===== config.mk =====
export PLATFORM = sky130hd
export DESIGN_NAME = booth_share_arbiter
export DESIGN_NICKNAME = d
export VERILOG_FILES = /design/src/rtl/booth_share_arbiter.sv
export SDC_FILE = /design/constraint.sdc
export NUM_CORES = 1
export LEC_CHECK = 0
export ABC_AREA = 1
export CORE_ASPECT_RATIO = 0.8
export CORE_MARGIN = 4
export CORE_UTILIZATION = 38
export DETAILED_ROUTE_END_ITERATION = 12
export HOLD_SLACK_MARGIN = 0.12
export PLACE_DENSITY = 0.91
export SLEW_MARGIN = 10
export SYNTH_ARGS = -nofsm -noshare
export SYNTH_HDL_FRONTEND = slang
export SYNTH_SLANG_ARGS = --single-unit

===== constraint.sdc =====
create_clock -name Clock -period 1.9 [get_ports Clock]
set_input_delay 0.57 -clock Clock [delete_from_list [all_inputs] [get_ports Clock]]
set_output_delay 0.57 -clock Clock [all_outputs]
set_load 0.005 [all_outputs]

===== src/rtl/booth_share_arbiter.sv =====
// Round-robin arbiter sharing one sequential signed Booth multiplier core between two requesters.
// Optional abort-on-timeout in ARM/WAIT is enabled by defining BOOTH_ARB_TIMEOUT_EN.
module booth_share_arbiter #(
  parameter int N       = 8,
  parameter int TIMEOUT = 32
) (
  input  logic           Clock,
  input  logic           Reset_n,
  input  logic [1:0]     req,
  input  logic [N-1:0]   mplier0,
  input  logic [N-1:0]   mplier1,
  input  logic [N-1:0]   mpcand0,
  input  logic [N-1:0]   mpcand1,
  output logic [1:0]     gnt,
  output logic [1:0]     done,
  output logic [2*N-1:0] product0,
  output logic [2*N-1:0] product1,
  output logic           busy,
  output logic           core_start,
  output logic [N-1:0]   core_mplier,
  output logic [N-1:0]   core_mpcand,
  input  logic           core_done,
  input  logic [2*N-1:0] core_product,
  output logic           err
);

  typedef enum logic [2:0] {IDLE, LAUNCH, ARM, WAIT, DELIVER} state_t;

  state_t state, next;
  logic   ptr;
  logic   winner;
  logic   abort;

  // A sole requester always wins; on contention the pointer decides.
  always_comb begin
    winner = ptr;
    if (req == 2'b01)
      winner = 1'b0;
    else if (req == 2'b10)
      winner = 1'b1;
  end

`ifdef BOOTH_ARB_TIMEOUT_EN
  localparam int CW = $clog2(TIMEOUT + 1);

  logic [CW-1:0] tcnt;
  logic          tout;

  assign tout  = (tcnt == CW'(TIMEOUT - 1));
  assign abort = tout && ((state == ARM && core_done) || (state == WAIT && !core_done));

  always_ff @(posedge Clock or negedge Reset_n) begin
    if (!Reset_n) begin
      tcnt <= '0;
      err  <= 1'b0;
    end else begin
      if (state == LAUNCH)
        tcnt <= '0;
      else if (state == ARM || state == WAIT)
        tcnt <= tcnt + CW'(1);
      if (abort)
        err <= 1'b1;
    end
  end
`else
  logic unused_timeout;

  assign unused_timeout = (TIMEOUT > 0);
  assign abort          = 1'b0;
  assign err            = 1'b0;
`endif

  always_comb begin
    next       = state;
    core_start = 1'b0;
    done       = 2'b00;
    case (state)
      IDLE:    if (req != 2'b00) next = LAUNCH;
      LAUNCH: begin
        core_start = 1'b1;
        next       = ARM;
      end
      // ARM waits for the core to drop the Done left over from the previous job.
      ARM: begin
        if (abort)
          next = DELIVER;
        else if (!core_done)
          next = WAIT;
      end
      WAIT:    if (core_done || abort) next = DELIVER;
      DELIVER: begin
        done = gnt;
        next = IDLE;
      end
      default: next = IDLE;
    endcase
  end

  assign busy = (state != IDLE);

  always_comb begin
    core_mplier = '0;
    core_mpcand = '0;
    if (gnt[0]) begin
      core_mplier = mplier0;
      core_mpcand = mpcand0;
    end else if (gnt[1]) begin
      core_mplier = mplier1;
      core_mpcand = mpcand1;
    end
  end

  always_ff @(posedge Clock or negedge Reset_n) begin
    if (!Reset_n) begin
      state    <= IDLE;
      gnt      <= 2'b00;
      ptr      <= 1'b0;
      product0 <= '0;
      product1 <= '0;
    end else begin
      state <= next;
      case (state)
        IDLE: if (req != 2'b00) gnt <= winner ? 2'b10 : 2'b01;
        WAIT: begin
          if (core_done) begin
            if (gnt[1])
              product1 <= core_product;
            else
              product0 <= core_product;
          end
        end
        DELIVER: begin
          ptr <= ~gnt[1];
          gnt <= 2'b00;
        end
        default: ;
      endcase
    end
  end

endmodule


# ---- Word-level counts from Yosys, hierarchy flattened
# Index checks and enable logic that the tools add are counted.
# W data, S select, Z words.
dict set report op_classes {
  muxes 15
  n_eq_ne 9
  reduce_logical 8
  bitwise_logic 1
}
# op n
set ops {}
lappend ops {{$mux W8} 4}
lappend ops {{$pmux W3 S4} 1}
lappend ops {{$mux W3} 3}
lappend ops {{$reduce_and A3 Y1} 3}
lappend ops {{$eq A3 B2 Y1 const B} 2}
lappend ops {{$mux W2} 3}
lappend ops {{$ne A2 B2 Y1 const B} 3}
lappend ops {{$pmux W2 S2} 1}
lappend ops {{$reduce_bool A2 Y1} 2}
lappend ops {{$eq A3 B1 Y1 const B} 1}
lappend ops {{$eq A3 B3 Y1 const B} 1}
lappend ops {{$logic_not A3 Y1} 1}
lappend ops {{$mux W1} 3}
lappend ops {{$reduce_bool A3 Y1} 1}
lappend ops {{$eq A2 B1 Y1 const B} 1}
lappend ops {{$eq A2 B2 Y1 const B} 1}
lappend ops {{$reduce_and A2 Y1} 1}
lappend ops {{$not A1 Y1} 1}
dict set report totals {
  regBits 38
  out_inout_bits 55
}

# ---- Longest topological paths before layout
# Gate-level depths: netlist of run 1.
dict set report logic_depth {
  ltp_word 6
  mapped_depth 7
  ltp_nobuf 7
}

# ---- Least setup slack after synthesis of run 1
# OpenSTA, ideal clock, no wires.
dict set report synth_path {
  path_type {reg2out}
  start {register gnt[0]}
  end {output core_mpcand[5]}
  setup_slack_ns 0.248
  stages_incl_launch_ff 6
  path_buffers 2
  required_ns 1.330
  arrival_time_ns 1.082
  cell_sequence {dfrtp_1 buf_2 clkinv_1 clkbuf_1 nand3_1 nand2_1}
}
dict set report synth_via {
  elab_chain_len 1
}
# item line
set synth_lines {}
lappend synth_lines {{start, declared} 14} ;# output logic [1:0] gnt,
lappend synth_lines {{start signal, assigned} 123} ;# IDLE: if (req != 2'b00) gnt <= winner ? 2'b10 : 2'b01;
lappend synth_lines {{$mux W8} 104} ;# if (gnt[0]) begin
lappend synth_lines {{end, declared} 21} ;# output logic [N-1:0] core_mpcand,
# Every way passes these cells.

# ---- Worst setup path in the final report of run 1
dict set report layout_path {
  start {input mpcand1[2]}
  end {output core_mpcand[2]}
}
dict set report layout_via {
  elab_chain_len 2
}
# item line
set layout_lines {}
lappend layout_lines {{start, declared} 13} ;# input logic [N-1:0] mpcand1,
lappend layout_lines {{$mux W8} 107} ;# end else if (gnt[1]) begin
lappend layout_lines {{$mux W8} 104}
# Every way passes these cells.

==> metrics.yaml, run 1 <==
pwr:
  cellPowerDensity_nw_per_um2: 1420
  vdd_drop_max_mv: 0.944
  p_leak_nw: 1.60
route:
  routed_wirelength_um: 5340
  routed-via-count: 1878
  drt_pass1_iterations: 4
  ant_nets: 0
  avgRoutedWirePerCell_um: 13.3
  drt_iter0_drc: 44
  drc: 0
  avgViaCountPerCell: 4.68
die:
  ios: 108
  dieWidth_um: 85.8
  rows: 22
  start_util: 0.398
  dieArea_um2: 6020
  core-area_um2: 4620
  die-height_um: 70.2
worst_setup_path:
  timing.rr.end: "product1[15]"
  crit_path_max_incr_delay_ns: 0.45
  reg2reg_from: "state[2]"
  worst_ep_arrival_time_ns: 1.31
  start_kind: "input port"
  cp_slowest_cell: "clkdlybuf4s50_1"
  crit_chain: "clkdlybuf4s50_1 -> nand3_1 -> nand2_1 -> buf_2"
  crit_type: "in2out"
  startpoint: "mpcand1[2]"
  end_kind: "primary output"
  worstPathRequired_ns: 1.33
  ff2ff_setup_slack_ns: 0.56
  rr_worst_depth: 6
  crit_fanout: 1
global_route:
  grt_max_degree: 39
  grt_pass1_wl_um: 8750
  gr-usage-all-layers: 0.182
  grt_pass1_vias: 1965
  grt_overflow_total: 0
  antenna_found_initial: 0
synthesis:
  synth-seq-cells: 38
  syn_area_per_cell_um2: 8.32
  netlist_area_um2: 1840
  async_flop_share: 1.00
  ys.flop_type: "dfrtp_1"
  yosysWarnings: 0
  ys_types: 20
  synth_edf_count: 0
  syn_inst: 221
  syn-num-nets: 274
  seq_area_frac_synth: 0.517
final_layout:
  fin_nets: 393
  fill_cells: 369
  final_cells: 401
  diodes: 0
  drive_gt1_frac: 0.211
  area_growth_pct: 70.2
clock_network:
  cts_root_buf: "clkbuf_8"
  cts_buffers: 5
  cts_max_level: 2
  cts_hold_buf: 0
  cts_tree: "done"
  cts_sinks: 38
  ctsLongestPathBuffers: 2
  clk-insertion-delay-late_ns: 0.28
  clk_pin_slew_ns: 0.07
timing:
  timing.fmax_mhz: 533
  fin_hold_ws_ns: 0.325
  setup_viol: 0
  slew_violations: 0
  finalClockSkew_ns: 0.00629
  rsz0062_at_grt: "yes"
  period_needed_ns: 1.88
  fin_tns_setup_ns: 0
  hold_viol: 0
  fin_crit_sh: 0.988
outcome:
  status: "complete, no violations"
placement:
  port_buffers: 106
  gp_routability_congestion: 0.851
  dpl.hpwl_um: 3880
  dp.cells: 386
flow_run:
  cap_violations: 0
min_path:
  hold_class: "in2async"
[area by class of cell]
type	count	area, µm²	share of cell area
inverters	27	101	0.0324
clock buffers	5	68.8	0.0220
clock inverters	3	40.0	0.0128
flip-flops and latches	38	951	0.304
well taps	60	75.1	0.0240
repair buffers	124	1160	0.372
multi-input cells	144	729	0.233
[layer usage]
metal / routed length, µm / up-vias / track usage
li1: - / 926 / -
met1: 2110 / 844 / 0.214
met2: 2460 / 98 / 0.296
met3: 678 / 10 / 0.0837
met4: 85 / 0 / 0.0545
met5: 0 / - / 0
[synth_stat cells (2+ instances only)]
library cell | count | area share
buf_2 | 2 | 0.0054
buf_4 | 2 | 0.0082
buf_6 | 5 | 0.031
clkbuf_1 | 2 | 0.0041
dfrtp_1 | 38 | 0.52
inv_1 | 26 | 0.053
nand2_1 | 73 | 0.15
nand2_2 | 3 | 0.010
nand3_1 | 19 | 0.052
nor2_1 | 7 | 0.014
o21ai_0 | 5 | 0.014
o21ai_1 | 17 | 0.046
o21ai_2 | 15 | 0.071
[power breakdown]
group,internal [mW],switching [mW],leakage (nW)
Clock,0.386,0.271,0.0579
Combinational,1.33,1.07,1.07
Sequential,1.17,0.206,0.477
Total,2.89,1.54,1.60
[stage by stage]
step	setup WS, ns	cell area, µm²	util	power (mW)
final	0.0237	3130	0.677	4.43
after global routing	-0.0183	3130	0.677	4.80
after CTS	0.00309	3090	0.668	4.44
after detailed placement	-0.363	3010	0.651	3.85
after global placement	-0.364	3010	0.651	3.78
after floorplan	0.248	1840	-	2.37
[state kept, by name, indices dropped and copies added (netlist names)]
| signal | count |
|---|---|
| ptr | 1 |
| product0 | 16 |
| gnt | 2 |
| product1 | 16 |
| state | 3 |
[critical path, delay by kind of cell]
family	cells	cell delay [ns]
buffers and inverters	2	0.56
and+or+nand+nor	2	0.17
[worst max-delay path by stage]
stage                                 to  slack (ns)  depth (start not counted)
final                     core_mpcand[2]        0.02                          4
after global routing                busy       -0.02                          5
after CTS                 core_mpcand[6]       0.003                          4
after detailed placement  core_mplier[3]       -0.36                          4
after global placement    core_mpcand[6]       -0.36                          4
after floorplan           core_mpcand[5]        0.25                          5
[kinds of logic after synthesis]
| group | after synthesis | synth area share |
|---|---|---|
| AOI/OAI and AO/OA | 39 | 0.138 |
| buffers and inverters | 39 | 0.105 |
| DFF | 38 | 0.517 |
| and+or+nand+nor | 104 | 0.237 |
| other | 1 | 0.00204 |
[what timing repair did]
action / 4_1_cts / 5_1_grt
buffers inserted: 7 / 0
pin swaps: 13 / 11
setup endpoints to repair: 22 / 9
gates cloned: 0 / 0
endpoints found under the hold margin: 0 / 0
gates resized for setup: 70 / 17
[placed cells by master (no fill, tap or decap), drive strengths merged]
| cell | count |
|---|---|
| nor2 | 7 |
| conb | 1 |
| clkdlybuf4s50 | 78 |
| nand2 | 76 |
| inv | 26 |
| nor3 | 1 |
| dlymetal6s2s | 4 |
| clkinv | 3 |
| buf | 35 |
| nand3 | 19 |
| dlygate4sd2 | 5 |
| clkdlybuf4s15 | 2 |
| clkbuf | 5 |
| nand4 | 1 |
| a21oi | 1 |
| o21a | 1 |
| o21ai | 37 |
| dfrtp | 38 |
| bufinv | 1 |
Note: power is estimated with default switching activity, not from simulation.
==> run 2: changes to the inputs <==
ABC_AREA = default   (was 1)
CORE_UTILIZATION = 37   (was 38)
==> metrics.yaml, run 2 <==
outcome:
  status: "finished with violations"
  violations: "negative setup slack"
die:
  dieWidth_um: 84.5  # -1.5%
  dieArea_um2: 5850  # -2.8%
  core-area_um2: 4360  # -5.7%
  die-height_um: 69.2  # -1.4%
  start_util: 0.398  # about the same
  ios: 108  # unchanged
  rows: 21  # -4.5%
worst_setup_path:
  rr_worst_depth: 7  # +1
  worst_ep_arrival_time_ns: 1.35  # +0.04 ns
  crit_chain: "clkdlybuf4s50_1 -> a22o_1 -> clkbuf_2"
  end_kind: "primary output"
  worstPathRequired_ns: 1.33  # about the same
  ff2ff_setup_slack_ns: 0.10  # -0.46 ns
  reg2reg_from: "state[1]"
  crit_path_max_incr_delay_ns: 0.41  # -0.04 ns
  crit_type: "in2out"
  crit_fanout: 1  # unchanged
  cp_slowest_cell: "clkdlybuf4s50_1"
  start_kind: "input port"
  startpoint: "mpcand0[5]"
clock_network:
  cts_root_buf: "clkbuf_8"
  clk_pin_slew_ns: 0.07  # about the same
  cts_sinks: 38  # unchanged
  cts_tree: "done"
  cts_max_level: 2  # unchanged
  cts_buffers: 5  # unchanged
  cts_hold_buf: 0  # unchanged
  clk-insertion-delay-late_ns: 0.28  # about the same
  ctsLongestPathBuffers: 2  # unchanged
timing:
  fin_hold_ws_ns: 0.220  # -0.106 ns
  finalClockSkew_ns: 0.00428  # -0.00202 ns
  rsz0062_at_grt: "yes"
  timing.fmax_mhz: 522  # -2.1%
  hold_viol: 0  # unchanged
  setup_ws_ns: -0.0160  # -0.0397 ns
  period_needed_ns: 1.92  # +0.0397 ns
  fin_crit_sh: 1.01  # +0.0209
  slew_violations: 0  # unchanged
  fin_tns_setup_ns: -0.0160  # -0.0160 ns
  setup_viol: 1  # +1
final_layout:
  seq_area_um2: 955  # +0.39%
  drive_gt1_frac: 0.379  # +0.168
  final_common_cell: "clkdlybuf4s50_1"
  reg.largest.list: "product0 (16), product1 (16), state (3)"
  fill_cells: 313  # -15%
  utilization: 0.713  # +0.0365
  fin_nets: 306  # -22%
  area_growth_pct: 79.4
  multi_input_area_um2: 737  # +1.0%
  layout_common_cells: "78 x clkdlybuf4s50_1, 35 x dfrtp_1, 22 x mux2_2"
  diodes: 0  # unchanged
route:
  ant_nets: 0  # unchanged
  routed_wirelength_um: 5240  # -1.8%
  drt_pass1_iterations: 4  # unchanged
  avgViaCountPerCell: 4.87  # +4.1%
  avgRoutedWirePerCell_um: 16.9  # +27%
  drt_iter0_drc: 71  # +61%
  drc: 0  # unchanged
  routed-via-count: 1511  # -20%
synthesis:
  syn-num-nets: 174  # -36%
  yosys-top-cells-area: "dfrtp_1 55%, mux2_2 14%, mux2_4 8.7%, a22o_1 8.1%, buf_6 1.9%"
  yosys-top-cells-count: "38 x dfrtp_1, 22 x mux2_2, 16 x a22o_1, 10 x mux2_4"
  syn_inst: 121  # -45%
  synth_edf_count: 0  # unchanged
  netlist.area_leader.share: 0.548  # +0.0313
  seq_area_frac_synth: 0.548  # +0.0313
  async_flop_share: 1.00  # unchanged
  netlist_area_um2: 1730  # -5.7%
  ys.flop_type: "dfrtp_1"
  synth-seq-cells: 38  # unchanged
  yosysMostFrequentCell: "dfrtp_1"
  yosysWarnings: 0  # unchanged
  yosys.area.top_type: "dfrtp_1"
  ys_types: 27  # +35%
  syn_area_per_cell_um2: 14.3  # +72%
pwr:
  totalPowerFinal_mw: 4.68  # +5.7%
  vdd_drop_max_mv: 0.773  # -18%
  cellPowerDensity_nw_per_um2: 1510  # +6.3%
  p_leak_nw: 1.45  # -9.5%
global_route:
  grt_overflow_total: 0  # unchanged
  antenna_found_initial: 0  # unchanged
  gr-usage-all-layers: 0.177  # -0.00480
  grt_max_degree: 22  # -44%
  grt_pass1_vias: 1616  # -18%
  grt_pass1_wl_um: 8380  # -4.3%
min_path:
  hold_class: "in2async"
placement:
  dp_slack_ns: -0.353  # +0.0108 ns
  gp_routability_congestion: 0.724  # -15%
  port_buffers: 106  # unchanged
  dpl.hpwl_um: 3770  # -2.8%
flow_run:
  cap_violations: 0  # unchanged
-- run 2: cell count changes in the layout (fill, tap and decap cells not counted), sizes merged, moves of 7 or more --
| cell | previous run | this run |
|---|---|---|
| a22o | 0 | 16 |
| o21ai | 37 | 3 |
| nand2 | 76 | 3 |
| inv | 26 | 1 |
| clkbuf | 5 | 12 |
| nand3 | 19 | 0 |
| mux2 | 0 | 32 |
-- run 2: cells by family (layout without fill, tap and decap cells) --
family / after synthesis / after routing / share of synthesized area
buffers and inverters: 10 / 142 / 0.0469
and+or+nand+nor: 18 / 18 / 0.0693
AOI/OAI and AO/OA: 22 / 22 / 0.104
muxes: 32 / 32 / 0.229
other: 1 / 1 / 0.00216
DFF: 38 / 38 / 0.548
-- run 2: cell type report --
cell class	instances	share of cell area
Inverter	1	0.00121
Clock buffer	6	0.0265
Clock inverter	1	0.00965
Timing Repair Buffer	134	0.396
Sequential cell	38	0.307
Multi-Input combinational cell	73	0.237
Tap cell	57	0.0229
-- run 2: timing repair --
action                     4_1_cts  5_1_grt
pin swaps                        2        5
gates resized for setup         65       25
cloned                           0        2
setup buffers                    8        5
setup endpoints to repair       21       36
-- run 2: path summary, 6_finish.rpt --
path | to
worst max-delay path | core_mpcand[5]
worst min-delay path | product0[4]
worst max register to register | product1[9]
worst min register to register | ptr
max in group asynchronous | product1[3]
min in group Clock | ptr
-- run 2: report_power, final --
part           internal [mW]  switching [mW]
clock                  0.420           0.268
combinational           1.70           0.810
sequential              1.21           0.267
-- run 2: metrics by stage --
stage	cell area (µm²)	std cells
6_report	3110	310
5_1_grt	3110	310
4_1_cts	3040	303
2_1_floorplan	1730	121
3_5_place_dp	2910	288
3_3_place_gp	2910	288
-- run 2: metal layers --
metal	wire length, µm	vias to the layer above	share of wire	global-route usage
met5	0	-	0	0
met4	133	0	0.025	0.0369
met3	355	14	0.068	0.0511
met2	2540	70	0.49	0.303
met1	2210	725	0.42	0.222
li1	-	702	-	-
-- run 2: critical path, delay by kind of cell --
kind,cells,cell delay (ns)
buffers and inverters,2,0.53
AOI/OAI and AO/OA,1,0.24
